## config.mk

```make
export PLATFORM = sky130hd
export DESIGN_NAME = reg_dump_streamer
export DESIGN_NICKNAME = d
export VERILOG_FILES = /design/src/rtl/reg_dump_streamer.sv
export SDC_FILE = /design/constraint.sdc
export NUM_CORES = 1
export LEC_CHECK = 0
export BUFFER_PORTS_ARGS = -buffer_cell sky130_fd_sc_hd__buf_4
export CORE_ASPECT_RATIO = 0.6
export CORE_UTILIZATION = 44
export CTS_BUF_LIST = sky130_fd_sc_hd__clkbuf_4 sky130_fd_sc_hd__clkbuf_8
export DETAILED_ROUTE_END_ITERATION = 8
export MAX_ROUTING_LAYER = met4
export PLACE_DENSITY = 0.64
export SLEW_MARGIN = 5
export SYNTH_ARGS = -nofsm -noshare
export SYNTH_HDL_FRONTEND = slang
export SYNTH_SLANG_ARGS = --single-unit
```

## constraint.sdc

```tcl
create_clock -name i_clk -period 2.85 [get_ports i_clk]
set_clock_uncertainty 0.1 [all_clocks]
set_input_delay 0.285 -clock i_clk [delete_from_list [all_inputs] [get_ports i_clk]]
set_output_delay 0.285 -clock i_clk [all_outputs]
set_load 0.02 [all_outputs]
```

## src/rtl/reg_dump_streamer.sv

```systemverilog
// rtl/reg_dump_streamer.sv - register bank dump streamer with XOR checksum trailer
module reg_dump_streamer #(
  parameter int NUM_REGS = 32,
  parameter int ADDR_W   = 5,
  parameter int DATA_W   = 32
) (
  input  logic              i_clk,
  input  logic              i_rst_n,
  input  logic              i_start,
  input  logic              i_abort,
  output logic [ADDR_W-1:0] o_reg_addr,
  input  logic [DATA_W-1:0] i_reg_data,
  output logic              o_stall_req,
  output logic [7:0]        o_tx_data,
  output logic              o_tx_valid,
  input  logic              i_tx_ready,
  output logic              o_busy,
  output logic              o_done
);

  localparam int NB    = DATA_W / 8;
  localparam int CNT_W = (NB > 1) ? $clog2(NB) : 1;
  localparam logic [CNT_W-1:0]  LAST_BYTE = CNT_W'(NB - 1);
  localparam logic [ADDR_W-1:0] LAST_ADDR = ADDR_W'(NUM_REGS - 1);

  typedef enum logic [2:0] {
    S_IDLE, S_SETTLE, S_LATCH, S_SEND, S_CHK, S_DONE
  } state_t;

  state_t            r_state;
  logic [ADDR_W-1:0] r_addr;
  logic [DATA_W-1:0] r_shift;
  logic [CNT_W-1:0]  r_cnt;
  logic [7:0]        r_chk;
  logic [7:0]        r_tx_data;
  logic              r_tx_valid;
  logic              r_stall;
  logic              r_busy;
  logic              r_done;

  logic              w_xfer;
  logic [DATA_W-1:0] w_shift_next;

  assign w_xfer       = r_tx_valid & i_tx_ready;
  assign w_shift_next = r_shift << 8;

  // Dump sequencer: all outputs are registered; abort outranks any handshake
  always_ff @(posedge i_clk or negedge i_rst_n) begin
    if (!i_rst_n) begin
      r_state    <= S_IDLE;
      r_addr     <= '0;
      r_shift    <= '0;
      r_cnt      <= '0;
      r_chk      <= '0;
      r_tx_data  <= '0;
      r_tx_valid <= 1'b0;
      r_stall    <= 1'b0;
      r_busy     <= 1'b0;
      r_done     <= 1'b0;
    end else if (r_state != S_IDLE && i_abort) begin
      r_state    <= S_IDLE;
      r_addr     <= '0;
      r_shift    <= '0;
      r_cnt      <= '0;
      r_chk      <= '0;
      r_tx_data  <= '0;
      r_tx_valid <= 1'b0;
      r_stall    <= 1'b0;
      r_busy     <= 1'b0;
      r_done     <= 1'b0;
    end else begin
      case (r_state)
        S_IDLE: begin
          if (i_start && !i_abort) begin
            r_state <= S_SETTLE;
            r_busy  <= 1'b1;
            r_stall <= 1'b1;
          end
        end
        // one quiet cycle lets a falling-edge bank write land before sampling
        S_SETTLE: begin
          r_chk   <= '0;
          r_state <= S_LATCH;
        end
        S_LATCH: begin
          r_shift    <= i_reg_data;
          r_cnt      <= '0;
          r_tx_data  <= i_reg_data[DATA_W-1 -: 8];
          r_tx_valid <= 1'b1;
          r_state    <= S_SEND;
        end
        S_SEND: begin
          if (w_xfer) begin
            r_chk   <= r_chk ^ r_tx_data;
            r_shift <= w_shift_next;
            if (r_cnt == LAST_BYTE) begin
              if (r_addr == LAST_ADDR) begin
                // checksum byte must include the byte being accepted now
                r_tx_data <= r_chk ^ r_tx_data;
                r_state   <= S_CHK;
              end else begin
                r_addr     <= r_addr + 1'b1;
                r_tx_valid <= 1'b0;
                r_tx_data  <= '0;
                r_state    <= S_LATCH;
              end
            end else begin
              r_cnt     <= r_cnt + 1'b1;
              r_tx_data <= w_shift_next[DATA_W-1 -: 8];
            end
          end
        end
        S_CHK: begin
          if (w_xfer) begin
            r_tx_valid <= 1'b0;
            r_tx_data  <= '0;
            r_done     <= 1'b1;
            r_state    <= S_DONE;
          end
        end
        S_DONE: begin
          r_done  <= 1'b0;
          r_busy  <= 1'b0;
          r_stall <= 1'b0;
          r_addr  <= '0;
          r_state <= S_IDLE;
        end
        default: r_state <= S_IDLE;
      endcase
    end
  end

  assign o_reg_addr  = r_addr;
  assign o_stall_req = r_stall;
  assign o_tx_data   = r_tx_data;
  assign o_tx_valid  = r_tx_valid;
  assign o_busy      = r_busy;
  assign o_done      = r_done;

endmodule

```

==> results of run 1 <==
==> report_power, final <==
part | switching, mW | total (mW) | internal [mW]
Sequential | 0.109 | 0.990 | 0.881
Clock | 0.242 | 0.435 | 0.193
Combinational | 0.272 | 0.475 | 0.202
Total | 0.624 | 1.90 | 1.28
==> cells by family after synthesis <==
family | Yosys count | synth area share [%]
buffers and inverters | 51 | 7.77
xor gates and xnor gates | 8 | 2.46
adders and majority gates | 4 | 1.76
DFF | 53 | 46.5
AOI/OAI and AO/OA | 112 | 28.0
and+or+nand+nor | 72 | 13.5
==> layer usage <==
layer  up-vias  GRT usage (%)  share of wire [%]
met5         -              -                  0
met2        49           32.8                 45
met4         0           3.47               0.39
met3         2           3.57                3.9
met1      1211           31.8                 51
li1       1196              -                  -
==> worst register-to-register path, cell delays in order, from the launching register on <==
cell	delay (ns)
dfrtp_1	0.68
and3b_1	0.75
a21oi_1	0.18
a2111oi_2	0.40
==> placed cells by master, fill, tap and decap left out, types with 2 or more instances in the layout <==
cell type	instances
buf_4	59
dfrtp_1	53
nor2_1	30
o21ai_1	28
inv_1	25
a21oi_1	20
a32oi_1	16
nand4_1	8
nand3_1	8
o41ai_1	8
xnor2_1	8
o221ai_1	8
o211ai_1	8
nand2_1	6
clkbuf_8	6
o31ai_1	4
nor2b_1	4
ha_1	4
and2_1	3
and3_1	2
o21ai_2	2
a32o_1	2
nor3_1	2
==> stage by stage <==
step	hold WS (ns)	cell area, um^2
4_1_cts	0.119	3410
3_5_place_dp	0.269	3310
6_report	0.120	3410
5_1_grt	0.136	3410
2_1_floorplan	-0.111	2850
3_3_place_gp	0.275	3310
==> registers in the layout, indices dropped and copies added, names as in the netlist <==
| signal | count |
|---|---|
| r_chk | 8 |
| r_cnt | 2 |
| r_state | 3 |
| o_busy | 1 |
| r_shift | 24 |
| o_tx_valid | 1 |
| o_done | 1 |
| o_tx_data | 8 |
| o_reg_addr | 5 |
==> worst paths after layout <==
kind	to	slack (ns)	depth (start not counted)
min in group asynchronous	r_chk[5]	0.45	2
max reg2reg	r_state[0]	0.63	3
max	r_state[0]	0.63	3
max in group asynchronous	r_state[1]	1.72	2
min reg2reg	r_chk[0]	0.41	1
min	r_shift[2]	0.12	3
==> area by class of cell <==
| class | instances | area, um^2 | area share [%] |
|---|---|---|---|
| Tap cell | 84 | 105 | 3.08 |
| Inverter | 26 | 97.6 | 2.86 |
| Clock buffer | 6 | 82.6 | 2.42 |
| Multi-Input combinational cell | 196 | 1320 | 38.6 |
| Timing Repair Buffer | 61 | 473 | 13.9 |
| Sequential cell | 53 | 1330 | 38.9 |
| Clock inverter | 1 | 7.51 | 0.220 |
==> impl_metrics.toml, run 1 <==
[outcome]
status = "completed"

[worst_setup_path]
critPathMaxStageDelay_ns = 0.75
cp_slowest_cell = "and3b_1"
critPathTopFamily = "simple AND/OR/NAND/NOR gates"
startpoint = "r_state[1]"
cp_cell_sequence = "and3b_1, a21oi_1, a2111oi_2"
worst_setup_path_end_kind = "register"
crit_fanout = 22
critPathArrivalTime_ns = 2.30
critPathBufInv = 0
cp.required_ns = 2.93
critical_path.startpoint_type = "register"
critPathKind = "register to register"
r2r-start = "r_state[1]"

[yosys]
syn_inst = 300
ys_ff_latch = 53
ys.flop_type = "dfrtp_1"
yosys.area.top_type = "dfrtp_1"
syn-num-nets = 341
synth_area_mm2 = 0.00285
ys_seq_area_share_pct = 46.5
netlist-cell-type-count = 51
netlist_top_cells_count = "dfrtp_1, nor2_1, o21ai_1, inv_1, a21oi_1"
synth_edf_count = 0
yosysMostFrequentCell = "dfrtp_1"
avgSynthCellArea_um2 = 9.50
async_flop_share_pct = 100
synth_top_area_share_pct = 46.5
synth_area_leaders = "dfrtp_1, o21ai_1, a32oi_1"
yosysWarningCount = 0

[route]
ant_nets = 0
wire_per_inst_um = 16.1
drt_wl_total_um = 6860
drt_first_pass_iters = 6
via_per_inst = 5.76
post-route-drc-count = 0
drt_iter0_markers = 106
vias = 2458

[timing]
tns_ns = 0
tightest_slew_ns = 0.781
hold_viol_final = 0
rsz0062_at_grt = "no"
final-max-slew-violation-count = 0
fin_crit_ns = 2.22
setup_viol = 0
fin_crit_sh_pct = 77.8
fin_ws_ns = 0.632
slew_headroom_pct = 47.9
clock.fmax_mhz = 451

[placement]
portBuffers = 53
dp_slack_ns = 0.681
place_hpwl_um = 4660
gp_congestion = 0.839
dp_cells = 419

[grt]
grt_antenna_before_repair = 0
globalRouteTotalUtil_pct = 21.9
grt_pass1_wl_um = 11400
gr-total-overflow = 0
grt_pass1_vias = 2298
grt_max_degree = 54

[cells_and_area]
drive_gt1_share_pct = 23.0
diodes = 0
fillers = 572
syn_to_final_growth_pct = 19.5
fin_nets = 384
final_util_pct = 55.0
finalNonFillerCells = 427

[clock_tree]
cts_tree = "yes"
clk_pin_slew_worst_paths_ns = 0.10
cts_buffer_depth = 2
cts.sinks = 53
cts_setup_buffers = 0
clock_latency_ns = 0.30
ctsResizeCount = 0
cts_buffers = 5
cts_hold_buf = 1
clockRootBuffer = "clkbuf_8"
h-tree-depth = 2

[hold_path]
hp-start = "i_reg_data[2]"
hold_path_class = "input pin to register"

[die]
die_area_mm2 = 0.00682
core_region_area_mm2 = 0.00619
dieHeight_um = 64.4
dieWidth_um = 106
start_util_pct = 46.0
fp-row-count = 22
ios = 54

[power]
peakVddDrop_uv = 227
p_leak_nw = 1.49
p_total_mw = 1.90
power_density_mw_per_mm2 = 558

[job]
cap_violations = 0
(Power assumes the default switching activity.)
==> inputs of run 2 (changes only) <==
- PLACE_DENSITY: 0.64 -> 0.66
- clock period: 2.85 -> 1.8 ns (I/O delays scaled with it)
==> run 2 against run 1 <==
  * First-iteration DRC count up 12%
  * Critical path type unchanged
  * Worst setup slack worse by 0.62 ns
  * Hold slack worse by 0.099 ns
  * Count of clock-buffer cells in the layout down 1
  * Flip-flop and latch count unchanged
  * Register-to-register slack worse by 0.62 ns
  * Largest power group unchanged
  * Clock power up 62%
==> impl_metrics.toml, run 2 (synthesized netlist as in run 1, its figures left out) <==
[cells_and_area]
drive_gt1_share_pct = 31.9
top_register = "r_shift"
largest_reg_flops = 24
final_util_pct = 59.8
final_cell_area_mm2 = 0.00370
diodes = 0
final_common_cell = "buf_4"
layout_common_cells = "buf_4, dfrtp_1, nor2_1"
fin_nets = 404
syn_to_final_growth_pct = 29.9
finalNonFillerCells = 448

[placement]
gp_congestion = 0.801
dp_cells = 435
postPlaceCellArea_mm2 = 0.00349
place_hpwl_um = 4820
dp_slack_ns = -0.0460
portBuffers = 53

[route]
wire_per_inst_um = 15.5
drt_first_pass_iters = 4
vias = 2496
via_per_inst = 5.57
ant_nets = 0
post-route-drc-count = 0
drt_wl_total_um = 6950
drt_iter0_markers = 119

[worst_setup_path]
cp.required_ns = 1.89
critical_path.startpoint_type = "register"
r2r-start = "o_reg_addr[1]"
worst_setup_path_end_kind = "register"
ff2ff_setup_slack_ns = 0.01
critPathKind = "register to register"
crit_fanout = 6
startpoint = "o_reg_addr[1]"
critPathArrivalTime_ns = 1.87

[clock_tree]
cts_buffers = 5
clockRootBuffer = "clkbuf_8"
h-tree-depth = 2
clock_latency_ns = 0.31
clk_pin_slew_worst_paths_ns = 0.10
cts_buffer_depth = 2
cts.sinks = 53
cts_tree = "yes"

[grt]
grt_antenna_before_repair = 0
grt_pass1_vias = 2247
grt_pass1_wl_um = 11200
grt_max_degree = 54
gr-total-overflow = 0
globalRouteTotalUtil_pct = 21.6

[die]
die_area_mm2 = 0.00682
fp-row-count = 22
core_region_area_mm2 = 0.00619
dieHeight_um = 64.4
start_util_pct = 46.0
ios = 54
dieWidth_um = 106

[timing]
slew_headroom_pct = 54.8
setup_viol = 0
tightest_slew_ns = 0.678
fin_crit_ns = 1.79
hold_viol_final = 0
tns_ns = 0
rsz0062_at_grt = "yes"
fin_crit_sh_pct = 99.2
final-max-slew-violation-count = 0
holdWs_ns = 0.0212
clock.fmax_mhz = 560
fin_ws_ns = 0.0140

[hold_path]
hp-start = "i_reg_data[0]"
hold_path_class = "input pin to register"

[power]
p_total_mw = 3.09
p_leak_nw = 1.61
p_int_mw = 2.05
peakVddDrop_uv = 415
p_sw_share_pct = 33.9
pwr-share-seq_pct = 50.7
power_switching_mw = 1.05
combPwrFrac_pct = 26.5
power_density_mw_per_mm2 = 835
pwr-share-clk_pct = 22.8

[job]
cap_violations = 0

[outcome]
status = "completed"
==> run 2: changes by cell type in the layout (fill, tap and decap cells not counted), moves of 3 or more <==
| cell | before | now |
|---|---|---|
| o31ai_1 | 4 | 0 |
| nand3_1 | 8 | 4 |
| buf_12 | 1 | 4 |
| dlygate4sd3_1 | 1 | 4 |
| nand3_2 | 0 | 4 |
| buf_4 | 59 | 73 |
| o31ai_2 | 0 | 4 |
==> run 2: layer usage <==
layer	track usage, %	routed length, um	up-vias
met1	32.0	3730	1207
li1	-	-	1239
met5	-	0	-
met4	4.51	36	0
met3	3.67	189	5
met2	31.0	3000	45
==> run 2: final timing paths <==
path | depth (start not counted) | end
hold reg to reg | 1 | r_chk[6]
max in group asynchronous | 2 | o_reg_addr[0]
hold / removal | 3 | r_shift[0]
setup reg to reg | 7 | o_reg_addr[0]
min in group asynchronous | 2 | o_reg_addr[2]
setup / recovery | 7 | o_reg_addr[0]
==> run 2: worst max-delay path: stages (launching register included) <==
cell     delay (ns)
dfrtp_2        0.43
ha_4           0.16
and3_4         0.19
ha_4           0.16
and4b_2        0.36
nand2_2        0.10
nand3_1        0.10
o31ai_2        0.07
==> run 2: area by class of cell <==
type / instances / area [um^2]
fill: 539 / 2490
multi-input combinational: 196 / 1410
sequential: 53 / 1330
timing repair buffer: 81 / 668
tap: 84 / 105
inverter: 26 / 97.6
clock buffer: 5 / 68.8
clock inverter: 3 / 25.0
==> run 2: what timing repair did <==
item	CTS	global route
pin swaps	0	3
gates resized for setup	2	12
setup buffers	0	1
endpoints found under the setup margin	6	22
hold buffers	2	2
endpoints found under the hold margin	54	2
==> run 2: power by group through the flow <==
| stage | sequential [mW] | clock, mW | combinational [mW] |
|---|---|---|---|
| after detailed placement | 1.58 | 0 | 0.800 |
| after floorplan | 1.58 | 0 | 0.452 |
| after global routing | 1.59 | 0.787 | 0.911 |
| final | 1.57 | 0.705 | 0.821 |
| after CTS | 1.56 | 0.725 | 0.805 |
| after global placement | 1.58 | 0 | 0.789 |
==> inputs of run 3 (changes only) <==
- BUFFER_PORTS_ARGS: -buffer_cell sky130_fd_sc_hd__buf_4 -> unset
- DONT_BUFFER_PORTS: unset -> 1
- PLACE_DENSITY: 0.66 -> 0.59
==> run 3 against run 2 <==
  * The flow now finishes with violations (negative hold slack, negative setup slack)
  * Count of clock-buffer cells in the layout increased by 1
  * Critical path depth is the same
  * Sequential power about the same
  * Largest power group unchanged
==> impl_metrics.toml, run 3 (synthesized netlist as in run 1, its figures left out) <==
[worst_setup_path]
cp.required_ns = 1.90
worst_setup_path_end_kind = "register"
crit_fanout = 6
critPathMaxStageDelay_ns = 0.44
cp_slowest_cell = "dfrtp_2"
cp_cell_sequence = "ha_4, and3_4, ha_4, and4b_2, nand3_2, nand3_1, o31ai_2"
startpoint = "o_reg_addr[1]"
critical_path.startpoint_type = "register"
r2r-start = "o_reg_addr[1]"
critPathArrivalTime_ns = 1.92
crit_top_cell = "ha_4"
critPathKind = "register to register"
ff2ff_setup_slack_ns = -0.01

[die]
dieWidth_um = 106
core_region_area_mm2 = 0.00619
dieHeight_um = 64.4
die_area_mm2 = 0.00682
fp-row-count = 22
start_util_pct = 46.0
ios = 54

[power]
peakVddDrop_uv = 409
p_total_mw = 3.16
p_leak_nw = 1.48
power_density_mw_per_mm2 = 883

[placement]
dp_cells = 382
gp_congestion = 0.807
portBuffers = 0
place_hpwl_um = 4670

[route]
dr.max_layer_used = "met4"
via_per_inst = 5.79
drt_wl_total_um = 7010
vias = 2432
met3_wirelength_um = 364
route.met2.wl_um = 3060
drt_first_pass_iters = 5
ant_nets = 0
wl_met1_um = 3520
post-route-drc-count = 0
wire_per_inst_um = 16.7
drt_iter0_markers = 123

[timing]
final-max-slew-violation-count = 0
holdWs_ns = -0.174
setup_viol = 2
fin_crit_ns = 1.81
tightest_slew_ns = 0.436
hold_viol_final = 9
fin_crit_sh_pct = 101
slew_headroom_pct = 70.9
fin_ws_ns = -0.0134
clock.fmax_mhz = 551
rsz0062_at_grt = "yes"

[clock_tree]
cts_tree = "yes"
cts_hold_buf = 28
clockRootBuffer = "clkbuf_8"
clk_pin_slew_worst_paths_ns = 0.09
cts_buffers = 5
h-tree-depth = 2
cts.sinks = 53
clock_latency_ns = 0.32
cts_buffer_depth = 2

[cells_and_area]
seq_area_mm2 = 0.00133
fillers = 542
drive_gt1_share_pct = 19.0
layout_common_cells = "dfrtp_1, nor2_1, o21ai_1"
diodes = 0
top_register = "r_shift"
final_common_cell = "dfrtp_1"
final_util_pct = 57.7
multi_input_area_mm2 = 0.00141
syn_to_final_growth_pct = 25.4
fin_nets = 376
largest_reg_flops = 24
finalNonFillerCells = 420

[grt]
grt_pass1_wl_um = 11700
grt_max_degree = 54
globalRouteTotalUtil_pct = 22.4
gr-total-overflow = 0
grt_antenna_before_repair = 0
grt_pass1_vias = 2351

[outcome]
violations = "negative hold slack, negative setup slack"
status = "finished, violations left"

[job]
cap_violations = 0

[hold_path]
hp-start = "i_abort"
hold_path_class = "input pin to register"
==> run 3: cell count changes in the layout (fill, tap and decap cells not counted), sizes merged <==
cell         change
buf             -51
dlygate4sd3     +23
bufinv           +1
clkbuf           +1
inv              -1
clkinvlp         -1
==> run 3: cell type report <==
| class | instances | area share, % |
|---|---|---|
| Inverter | 26 | 2.73 |
| Tap cell | 84 | 2.94 |
| Multi-Input combinational cell | 196 | 39.5 |
| Clock inverter | 2 | 1.08 |
| Clock buffer | 6 | 2.13 |
| Sequential cell | 53 | 37.2 |
| Timing Repair Buffer | 53 | 14.4 |
==> run 3: layer usage <==
layer | GRT usage, % | vias up
li1 | - | 1185
met1 | 32.3 | 1182
met2 | 32.1 | 58
met3 | 4.49 | 7
met4 | 5.73 | 0
met5 | - | -
==> run 3: stage by stage <==
| step | setup TNS, ns | hold slack (ns) | setup WS [ns] | instance area [um^2] |
|---|---|---|---|---|
| after global placement | -0.00265 | -0.214 | -0.00265 | 3080 |
| final | -0.0156 | -0.174 | -0.0134 | 3580 |
| after detailed placement | -0.355 | -0.214 | -0.0945 | 3080 |
| after floorplan | 0 | -0.216 | 0.00131 | 2900 |
| after CTS | -0.0111 | -0.185 | -0.0111 | 3510 |
| after global routing | -0.314 | -0.180 | -0.0631 | 3580 |
==> run 3: critical path: cells and delay by family (launching register included) <==
| family | cells | cell delay (ns) |
|---|---|---|
| DFF | 1 | 0.44 |
| AOI/OAI and AO/OA | 1 | 0.07 |
| adders and majority gates | 2 | 0.31 |
| and+or+nand+nor | 4 | 0.78 |
==> run 3: path summary, 6_finish.rpt <==
path | end | cells past startpoint
max | o_reg_addr[2] | 7
min | r_state[2] | 1
max reg2reg | o_reg_addr[2] | 7
min reg2reg | r_chk[5] | 1
max in group asynchronous | o_reg_addr[0] | 2
min in group asynchronous | r_state[2] | 2
==> run 3: power by group <==
part | total (mW) | internal (mW) | switching [mW]
Combinational | 0.707 | 0.312 | 0.395
Sequential | 1.60 | 1.39 | 0.203
Clock | 0.853 | 0.434 | 0.419
==> run 3: timing repair <==
action | in CTS | in global routing
buffers inserted | 1 | 1
endpoints found under the hold margin | 86 | 6
pin swaps | 3 | 2
gates cloned | 0 | 0
resized for setup | 4 | 12
endpoints found under the setup margin | 10 | 30
